## src/rtl/lfsr_rng_if.sv

```systemverilog
// Request/response and control bundle for lfsr_rng.
// The master side drives seeding, advance and draw requests.
// The slave side (the generator) returns raw state and bounded draws.
interface lfsr_rng_if #(
  parameter int WIDTH = 16
);
  logic             next_i;
  logic             seed_valid_i;
  logic [WIDTH-1:0] seed_i;
  logic [WIDTH-1:0] rand_o;
  logic             req_valid_i;
  logic             req_ready_o;
  logic [WIDTH-1:0] range_i;
  logic             rsp_valid_o;
  logic             rsp_ready_i;
  logic [WIDTH-1:0] rsp_o;
  logic             rsp_fallback_o;

  modport master (
    output next_i, seed_valid_i, seed_i, req_valid_i, range_i, rsp_ready_i,
    input  rand_o, req_ready_o, rsp_valid_o, rsp_o, rsp_fallback_o
  );

  modport slave (
    input  next_i, seed_valid_i, seed_i, req_valid_i, range_i, rsp_ready_i,
    output rand_o, req_ready_o, rsp_valid_o, rsp_o, rsp_fallback_o
  );
endinterface

```

## src/rtl/lfsr_rng.sv

```systemverilog
// Fibonacci LFSR random source with runtime reseed, STEP-shift advance,
// and a bounded-draw engine returning values in [0, range).
// Draws use masked rejection sampling. If every attempt is rejected, the
// last candidate is folded back into range by one subtraction. This works
// because the mask is less than twice the range.
module lfsr_rng #(
  parameter int              WIDTH     = 16,
  parameter logic [WIDTH-1:0] TAPS     = WIDTH'(16'hB400),
  parameter logic [WIDTH-1:0] SEED     = WIDTH'(1),
  parameter int              STEP      = 1,
  parameter int              MAX_TRIES = 8
) (
  input logic        clk_i,
  input logic        rst_i,
  lfsr_rng_if.slave  bus
);

  localparam int TW = (MAX_TRIES > 1) ? $clog2(MAX_TRIES) : 1;
  localparam logic [TW-1:0] LAST_TRY = TW'(MAX_TRIES - 1);

  typedef enum logic [1:0] {
    IDLE = 2'd0,
    DRAW = 2'd1,
    RESP = 2'd2
  } fsm_t;

  fsm_t             fsm_q, fsm_d;
  logic [WIDTH-1:0] lfsr_q, lfsr_d;
  logic [WIDTH-1:0] range_q, range_d;
  logic [WIDTH-1:0] mask_q, mask_d;
  logic [TW-1:0]    tries_q, tries_d;
  logic [WIDTH-1:0] rsp_q, rsp_d;
  logic             fallback_q, fallback_d;
  logic [WIDTH-1:0] adv_state;
  logic [WIDTH-1:0] cand;
  logic             do_advance;

  // One Fibonacci shift: feedback is the parity of the tapped bits.
  function automatic logic [WIDTH-1:0] shift_once(input logic [WIDTH-1:0] s);
    return {s[WIDTH-2:0], ^(s & TAPS)};
  endfunction

  // STEP chained shifts, unrolled into a single combinational advance.
  function automatic logic [WIDTH-1:0] advance(input logic [WIDTH-1:0] s);
    logic [WIDTH-1:0] r;
    r = s;
    for (int i = 0; i < STEP; i++) begin
      r = shift_once(r);
    end
    return r;
  endfunction

  // Smallest all-ones mask covering range-1; range 0 wraps to all ones and range 1 gives 0.
  function automatic logic [WIDTH-1:0] range_mask(input logic [WIDTH-1:0] r);
    logic [WIDTH-1:0] m;
    m = r - WIDTH'(1);
    for (int i = 0; i < WIDTH; i++) begin
      m = m | (m >> 1);
    end
    return m;
  endfunction

  // Next-state logic for the draw FSM and the LFSR state, with seed load over advance.
  always_comb begin
    fsm_d      = fsm_q;
    range_d    = range_q;
    mask_d     = mask_q;
    tries_d    = tries_q;
    rsp_d      = rsp_q;
    fallback_d = fallback_q;
    do_advance = bus.next_i;
    lfsr_d     = lfsr_q;
    cand       = lfsr_q & mask_q;
    adv_state  = advance(lfsr_q);
    if (adv_state == '0) begin
      adv_state = SEED;
    end

    unique case (fsm_q)
      IDLE: begin
        if (bus.req_valid_i) begin
          range_d = bus.range_i;
          mask_d  = range_mask(bus.range_i);
          tries_d = '0;
          fsm_d   = DRAW;
        end
      end
      DRAW: begin
        do_advance = 1'b1;
        if ((range_q == '0) || (cand < range_q)) begin
          rsp_d      = cand;
          fallback_d = 1'b0;
          fsm_d      = RESP;
        end else if (tries_q == LAST_TRY) begin
          rsp_d      = cand - range_q;
          fallback_d = 1'b1;
          fsm_d      = RESP;
        end else begin
          tries_d = tries_q + 1'b1;
        end
      end
      RESP: begin
        if (bus.rsp_ready_i) begin
          fsm_d = IDLE;
        end
      end
      default: begin
        fsm_d = IDLE;
      end
    endcase

    if (bus.seed_valid_i) begin
      lfsr_d = (bus.seed_i == '0) ? SEED : bus.seed_i;
    end else if (do_advance) begin
      lfsr_d = adv_state;
    end
  end

  // State registers; reset drops any pending draw and restores the seed.
  always_ff @(posedge clk_i) begin
    if (rst_i) begin
      fsm_q      <= IDLE;
      lfsr_q     <= SEED;
      range_q    <= '0;
      mask_q     <= '0;
      tries_q    <= '0;
      rsp_q      <= '0;
      fallback_q <= 1'b0;
    end else begin
      fsm_q      <= fsm_d;
      lfsr_q     <= lfsr_d;
      range_q    <= range_d;
      mask_q     <= mask_d;
      tries_q    <= tries_d;
      rsp_q      <= rsp_d;
      fallback_q <= fallback_d;
    end
  end

  assign bus.rand_o         = lfsr_q;
  assign bus.req_ready_o    = (fsm_q == IDLE) && !rst_i;
  assign bus.rsp_valid_o    = (fsm_q == RESP);
  assign bus.rsp_o          = rsp_q;
  assign bus.rsp_fallback_o = fallback_q;

endmodule

```

## src/flat_wrapper.sv

```systemverilog
// flat-port wrapper written by rule: the top's interface ports become plain ports
module lfsr_rng_flat 
#(
  parameter int              WIDTH     = 16,
  parameter logic [WIDTH-1:0] TAPS     = WIDTH'(16'hB400),
  parameter logic [WIDTH-1:0] SEED     = WIDTH'(1),
  parameter int              STEP      = 1,
  parameter int              MAX_TRIES = 8
)
  (clk_i, rst_i, bus_next_i, bus_seed_valid_i, bus_seed_i, bus_req_valid_i, bus_range_i, bus_rsp_ready_i, bus_rand_o, bus_req_ready_o, bus_rsp_valid_o, bus_rsp_o, bus_rsp_fallback_o);
  lfsr_rng_if #(.WIDTH(WIDTH)) bus_i ();
  input logic clk_i;
  input logic rst_i;
  input wire logic [$bits(bus_i.next_i)-1:0] bus_next_i;
  input wire logic [$bits(bus_i.seed_valid_i)-1:0] bus_seed_valid_i;
  input wire logic [$bits(bus_i.seed_i)-1:0] bus_seed_i;
  input wire logic [$bits(bus_i.req_valid_i)-1:0] bus_req_valid_i;
  input wire logic [$bits(bus_i.range_i)-1:0] bus_range_i;
  input wire logic [$bits(bus_i.rsp_ready_i)-1:0] bus_rsp_ready_i;
  output wire logic [$bits(bus_i.rand_o)-1:0] bus_rand_o;
  output wire logic [$bits(bus_i.req_ready_o)-1:0] bus_req_ready_o;
  output wire logic [$bits(bus_i.rsp_valid_o)-1:0] bus_rsp_valid_o;
  output wire logic [$bits(bus_i.rsp_o)-1:0] bus_rsp_o;
  output wire logic [$bits(bus_i.rsp_fallback_o)-1:0] bus_rsp_fallback_o;
  assign bus_i.next_i = bus_next_i;
  assign bus_i.seed_valid_i = bus_seed_valid_i;
  assign bus_i.seed_i = bus_seed_i;
  assign bus_i.req_valid_i = bus_req_valid_i;
  assign bus_i.range_i = bus_range_i;
  assign bus_i.rsp_ready_i = bus_rsp_ready_i;
  assign bus_rand_o = bus_i.rand_o;
  assign bus_req_ready_o = bus_i.req_ready_o;
  assign bus_rsp_valid_o = bus_i.rsp_valid_o;
  assign bus_rsp_o = bus_i.rsp_o;
  assign bus_rsp_fallback_o = bus_i.rsp_fallback_o;
  lfsr_rng #(.WIDTH(WIDTH), .TAPS(TAPS), .SEED(SEED), .STEP(STEP), .MAX_TRIES(MAX_TRIES)) u_core (.clk_i(clk_i), .rst_i(rst_i), .bus(bus_i));
endmodule
```

## config.mk

```make
export PLATFORM = sky130hd
export DESIGN_NAME = lfsr_rng_flat
export DESIGN_NICKNAME = d
export VERILOG_FILES = /design/src/rtl/lfsr_rng_if.sv /design/src/rtl/lfsr_rng.sv /design/src/flat_wrapper.sv
export SDC_FILE = /design/constraint.sdc
export NUM_CORES = 1
export LEC_CHECK = 0
export ABC_AREA = 1
export CORE_UTILIZATION = 35
export DETAILED_ROUTE_END_ITERATION = 8
export GPL_TIMING_DRIVEN = 0
export PLACE_DENSITY_LB_ADDON = 0.3
export SYNTH_ARGS = -nofsm -noshare
export SYNTH_HDL_FRONTEND = slang
export SYNTH_SLANG_ARGS = --single-unit
```

## constraint.sdc

```tcl
create_clock -name clk_i -period 7.2 [get_ports clk_i]
set_input_delay 1.44 -clock clk_i [delete_from_list [all_inputs] [get_ports clk_i]]
set_output_delay 1.44 -clock clk_i [all_outputs]
set_load 0.02 [all_outputs]
```

==> reports/metrics.cfg, run 1 <==
[status]
status=finished, final reports clean

[logic_synthesis]
synth_area_leaders=dfxtp_1 31%, nand2_1 11%, o21ai_0 7.9%, a21oi_1 7.5%, inv_1 7.3%
yosysSeqAreaShare_pct=31.1
syn_area_per_cell_um2=6.64
yosysUniqueCellTypes=42
synth_top_area_cell=dfxtp_1
synth_warnings=0
synth-seq-cells=70
synth_cells=678
synth.cell_area_mm2=0.00450
synth_nets=737
yosysTopAreaCellShare_pct=31.1

[die]
die_w_um=115
initial_utilization_pct=35.8
fp.dieH_um=115
core_area_mm2=0.0126
io_pins=73
die-area_mm2=0.0133
rows=41

[worst_setup_path]
cp.buffers_inverters=3
crit_fanout=10
critPathCaptureType=output pin
max_stage_delay_ns=0.56
crit_top_cell=clkdlybuf4s50_1
arrival_ns=3.03
crit_path_top_delay_cell=clkdlybuf4s50_1
crit_type=in2out
required_ns=5.76
path_cells=clkdlybuf4s50_1, clkbuf_1, nor3_1, clkdlybuf4s50_1
startpoint_type=input port
critical_path.top_delay_family=buffers and inverters

[global_routing]
grt_overflow=0
grt_pass1_vias=4436
grt_pass1_wl_mm=21.5
grt_max_degree=14
grt_usage_pct=20.7
antenna_found_initial=0

[timing]
finalMaxSlewViolations=0
setup_tns_ns=0
setup_ws_ns=2.73
finClkSkew_ns=0.00809
hold_viol_final=0
relSlewSlack_pct=60.4
worstMarginPinSlew_ns=0.595
finalCriticalPeriod_ns=4.47
holdWs_ns=0.464
finalSetupViolCount=0
rsz0062_at_grt=false
fin_crit_sh_pct=62.1
fmaxAchievable_mhz=224

[place]
gp_congestion=0.915
port_buffers=71
place_ws_ns=2.73
place.detailed.hpwl_mm=10.6

[cts]
cts_tree=built
holdBufCountCts=0
cts-root-buf=clkbuf_16
cts_buffers=9
cts.sinks=70
clk_latency_ns=0.34
h-tree-depth=3
cts_resized=0
postCtsSetupRepairBufs=0
cts_buffer_depth=2
cts.clk_slew.worst_paths_ns=0.06

[cells_and_area]
final_common_cell=nand2_1
fin_nets=819
regArea_mm2=0.00140
drive_gt1_share_pct=7.58
diodes=0
area_growth_pct=27.7
final.fill_count=1342
multi_input_area_mm2=0.00266
final_cell_mix=134 x nand2_1, 87 x inv_1, 71 x o21ai_0, 71 x clkdlybuf4s50_1, 70 x dfxtp_1

[drt]
wl_per_cell_um=14.3
vias_per_cell=5.04
initialDrtViolationCount=400
drc_errors=0
vias=4720
drt-total-wl_mm=13.4
antenna_left=0
detail_route.first_pass.iterations=5

[power_and_ir_drop]
irDropWorstVdd_uv=122
power_w=0.00133
leakagePower_nw=2.56
pwr_density_cell_mw_per_mm2=232

[job]
cap_violations=0

[min_path]
hold_path_class=reg2reg

==> registers in the layout, summed over array words and instances (netlist names) <==
| signal | count |
|---|---|
| u_core.bus.rand_o | 16 |
| u_core.bus.rsp_o | 16 |
| u_core.mask_q | 16 |
| u_core.range_q | 16 |
| u_core.tries_q | 3 |
| u_core.fsm_q | 2 |
| u_core.bus.rsp_fallback_o | 1 |
==> worst paths after layout <==
kind         cells after the start                   end            startpoint  slack (ns)
min reg2reg                      2  u_core.bus.rsp_o[14]  u_core.bus.rsp_o[14]        0.46
min                              2  u_core.bus.rsp_o[14]  u_core.bus.rsp_o[14]        0.46
max                              4       bus_req_ready_o                 rst_i        2.73
max reg2reg                     13   u_core.bus.rsp_o[8]  u_core.bus.rand_o[0]        4.12
==> where the power goes <==
part | switching (W) | total, W | internal, W
Clock | 0.000177 | 0.000482 | 0.000306
Sequential | 0.0000323 | 0.000461 | 0.000429
Combinational | 0.000237 | 0.000390 | 0.000153
Total | 0.000446 | 0.00133 | 0.000888
==> layer usage <==
metal  part of all wire, %  vias up  global-route usage (%)
met5                     0        -                       0
met1                    46     2172                    26.6
met4                   1.5        0                    5.28
li1                      -     2399                       -
met2                    47      128                    35.9
met3                   4.8       21                    3.53
==> cells by family (layout without fill, tap and decap cells) <==
group	count (synthesis)	in the layout	share of synthesized area [%]
buffers and inverters	113	200	9.70
adders and majority gates	21	21	6.01
DFF	70	70	31.1
and+or+nand+nor	295	295	30.4
xor gates and xnor gates	16	16	3.11
AOI/OAI and AO/OA	163	163	19.6
==> Yosys cell counts <==
cell type / number
nand2_4: 1
clkbuf_1: 18
nand2_1: 134
inv_1: 87
nand4_1: 6
dfxtp_1: 70
ha_1: 20
o21ai_2: 2
xnor2_1: 7
nand3_2: 2
nor4_1: 14
nand2_2: 7
nor2_1: 69
nor3_1: 6
a21oi_1: 67
buf_2: 1
xor2_1: 9
inv_2: 4
o31ai_1: 1
nor2_2: 11
fa_1: 1
and2_1: 1
o21ai_0: 71
a221oi_1: 5
a211oi_1: 1
a21o_1: 1
nor2_4: 7
a31oi_1: 3
nand3_1: 28
nor3_2: 1
a21boi_2: 1
o221ai_1: 1
nand3b_1: 4
buf_4: 3
o211ai_1: 4
nand3_4: 1
nand4_2: 1
nor3b_1: 1
o21bai_1: 2
a41oi_1: 1
or2_2: 1
o21ai_1: 3
==> tightest hold or removal path: stages (launching register included) <==
cell and delay [ns]:
dfxtp_1 0.31, nand2_1 0.06, a21oi_1 0.05
==> metrics by stage <==
step | instances | instance area [um^2] | utilization, %
after detailed placement | 921 | 5430 | 43.2
after floorplan | 678 | 4500 | -
after global routing | 937 | 5750 | 45.7
after global placement | 921 | 5430 | 43.2
after CTS | 937 | 5750 | 45.7
final | 937 | 5750 | 45.7
==> layout make-up <==
type | count | share of cell area [%]
Timing Repair Buffer | 71 | 12.4
Inverter | 91 | 5.94
Tap cell | 172 | 3.74
Sequential cell | 70 | 24.4
Clock inverter | 6 | 1.63
Multi-Input combinational cell | 495 | 46.3
Buffer | 22 | 1.65
Clock buffer | 10 | 3.98
No activity file was read; power rests on OpenSTA's default activity.
==> inputs of run 2 (changes only) <==
- clock period: 7.2 -> 3.9 ns (I/O delays scaled with it)
==> run 2 against run 1 <==
Compared with the run above:
- die area unchanged
- count of clock-buffer cells in the layout did not move
- critical endpoint unchanged
- flip-flop and latch count did not move
- final cell count did not move
- via count barely moved
- global-route usage hardly changed
==> reports/metrics.cfg, run 2 (synthesis results as in run 1) <==
[global_routing]
grt_pass1_wl_mm=21.5  ; about the same
grt_overflow=0  ; unchanged
antenna_found_initial=0  ; unchanged
grt_usage_pct=20.7  ; -0.022 points
grt_pass1_vias=4439  ; +0.068%
grt_max_degree=14  ; unchanged

[timing]
rsz0062_at_grt=false
relSlewSlack_pct=59.3  ; -1.1 points
worstMarginPinSlew_ns=0.611  ; +0.0161 ns
fmaxAchievable_mhz=316
holdWs_ns=0.464  ; +0.0000400 ns
setup_tns_ns=0  ; unchanged
finalCriticalPeriod_ns=3.16
finClkSkew_ns=0.00825  ; +0.000157 ns
fin_crit_sh_pct=81.1
finalSetupViolCount=0  ; unchanged
finalMaxSlewViolations=0  ; unchanged
hold_viol_final=0  ; unchanged
setup_ws_ns=0.736  ; -1.99 ns

[cells_and_area]
final_common_cell=nand2_1
fin_nets=819  ; unchanged
final_cell_mix=134 x nand2_1, 87 x inv_1, 71 x o21ai_0, 71 x clkdlybuf4s50_1, 70 x dfxtp_1
final-instance-count-excl-fill=937  ; unchanged
drive_gt1_share_pct=7.58  ; unchanged
area_growth_pct=27.7  ; unchanged
diodes=0  ; unchanged

[die]
fp.dieH_um=115  ; unchanged
initial_utilization_pct=35.8  ; unchanged
die_w_um=115  ; unchanged
io_pins=73  ; unchanged
core_area_mm2=0.0126  ; unchanged
die-area_mm2=0.0133  ; unchanged
rows=41  ; unchanged

[cts]
cts-root-buf=clkbuf_16
holdBufCountCts=0  ; unchanged
cts_tree=built
cts.sinks=70  ; unchanged
h-tree-depth=3  ; unchanged
postCtsSetupRepairBufs=0  ; unchanged
clk_latency_ns=0.34  ; about the same
cts.clk_slew.worst_paths_ns=0.06  ; about the same
cts_buffer_depth=2  ; unchanged
cts_resized=0  ; unchanged
cts_buffers=9  ; unchanged

[place]
gp_congestion=0.915  ; unchanged
dp_cells=921  ; unchanged
place_ws_ns=0.622  ; -2.11 ns
port_buffers=71  ; unchanged
place.detailed.hpwl_mm=10.6  ; unchanged

[worst_setup_path]
crit_path_end=bus_req_ready_o
r2r-end=u_core.bus.rsp_o[8]
worstRegToRegCells=13  ; unchanged
critPathCaptureType=output pin
crit_fanout=10  ; unchanged
arrival_ns=2.38  ; -0.65 ns
crit_type=in2out
startpoint_type=input port
r2r_start=u_core.bus.rand_o[0]
required_ns=3.12  ; -2.64 ns
reg2reg_slack_ns=0.83  ; -3.29 ns
crit_start=rst_i

[drt]
met1Wirelength_mm=6.29  ; +1.1%
antenna_left=0  ; unchanged
detail_route.first_pass.iterations=5  ; unchanged
drt-total-wl_mm=13.5  ; +0.48%
vias_per_cell=5.03  ; about the same
drc_errors=0  ; unchanged
wl_met3_um=607  ; -5.5%
initialDrtViolationCount=355  ; -11%
vias=4716  ; -0.085%
routed.top_layer=met4
wl_per_cell_um=14.4  ; +0.48%
dr_wl_met2_mm=6.40  ; +0.53%

[job]
cap_violations=0  ; unchanged

[min_path]
hold_path_class=reg2reg

[power_and_ir_drop]
irDropWorstVdd_uv=226  ; +86%
pwr_density_cell_mw_per_mm2=428  ; +85%
leakagePower_nw=2.56  ; unchanged

[status]
status=finished, final reports clean

## run 2: cell counts in the layout (fill, tap and decap cells not counted)
No cell type changed its count.
## run 2: worst min path at each step
stage / end / depth (start not counted) / from
after floorplan: u_core.range_q[10] / 2 / u_core.range_q[10]
after global placement: u_core.bus.rsp_o[0] / 2 / u_core.bus.rsp_o[0]
after detailed placement: u_core.bus.rsp_o[14] / 2 / u_core.bus.rsp_o[14]
after CTS: u_core.bus.rsp_o[14] / 2 / u_core.bus.rsp_o[14]
after global routing: u_core.bus.rsp_o[0] / 2 / u_core.bus.rsp_o[0]
final: u_core.bus.rsp_o[14] / 2 / u_core.bus.rsp_o[14]
## run 2: final cells by class
type,instances,area (um^2)
well taps,172,215
clock buffers,10,229
repair buffers,71,711
clock inverters,6,93.8
plain buffers,22,95.1
inverters,91,342
multi-input cells,495,2660
flip-flops and latches,70,1400
fillers,1342,6820
## run 2: worst max-delay path, cell delays in order
cell             delay (ns)
clkdlybuf4s50_1        0.47
clkbuf_1               0.48
nor3_1                 0.09
clkdlybuf4s50_1        0.56
## run 2: metrics by stage
step	area, um^2	total power, W	util (%)
2_1_floorplan	4500	0.00132	-
3_3_place_gp	5430	0.00157	43.2
3_5_place_dp	5430	0.00157	43.2
4_1_cts	5750	0.00246	45.7
5_1_grt	5750	0.00259	45.7
6_report	5750	0.00246	45.7
## run 2: layer usage
layer  global-route usage (%)  vias to the layer above
met3                     2.90                       20
met2                     36.0                      131
met5                        0                        -
met1                     26.7                     2160
li1                         -                     2405
met4                     5.80                        0
## run 2: report_power, final
group	total (W)	leakage [nW]	internal, W	switching (W)
logic	0.000722	1.83	0.000283	0.000439
clock network	0.000890	0.153	0.000564	0.000325
registers	0.000851	0.579	0.000791	0.0000602
total	0.00246	2.56	0.00164	0.000825
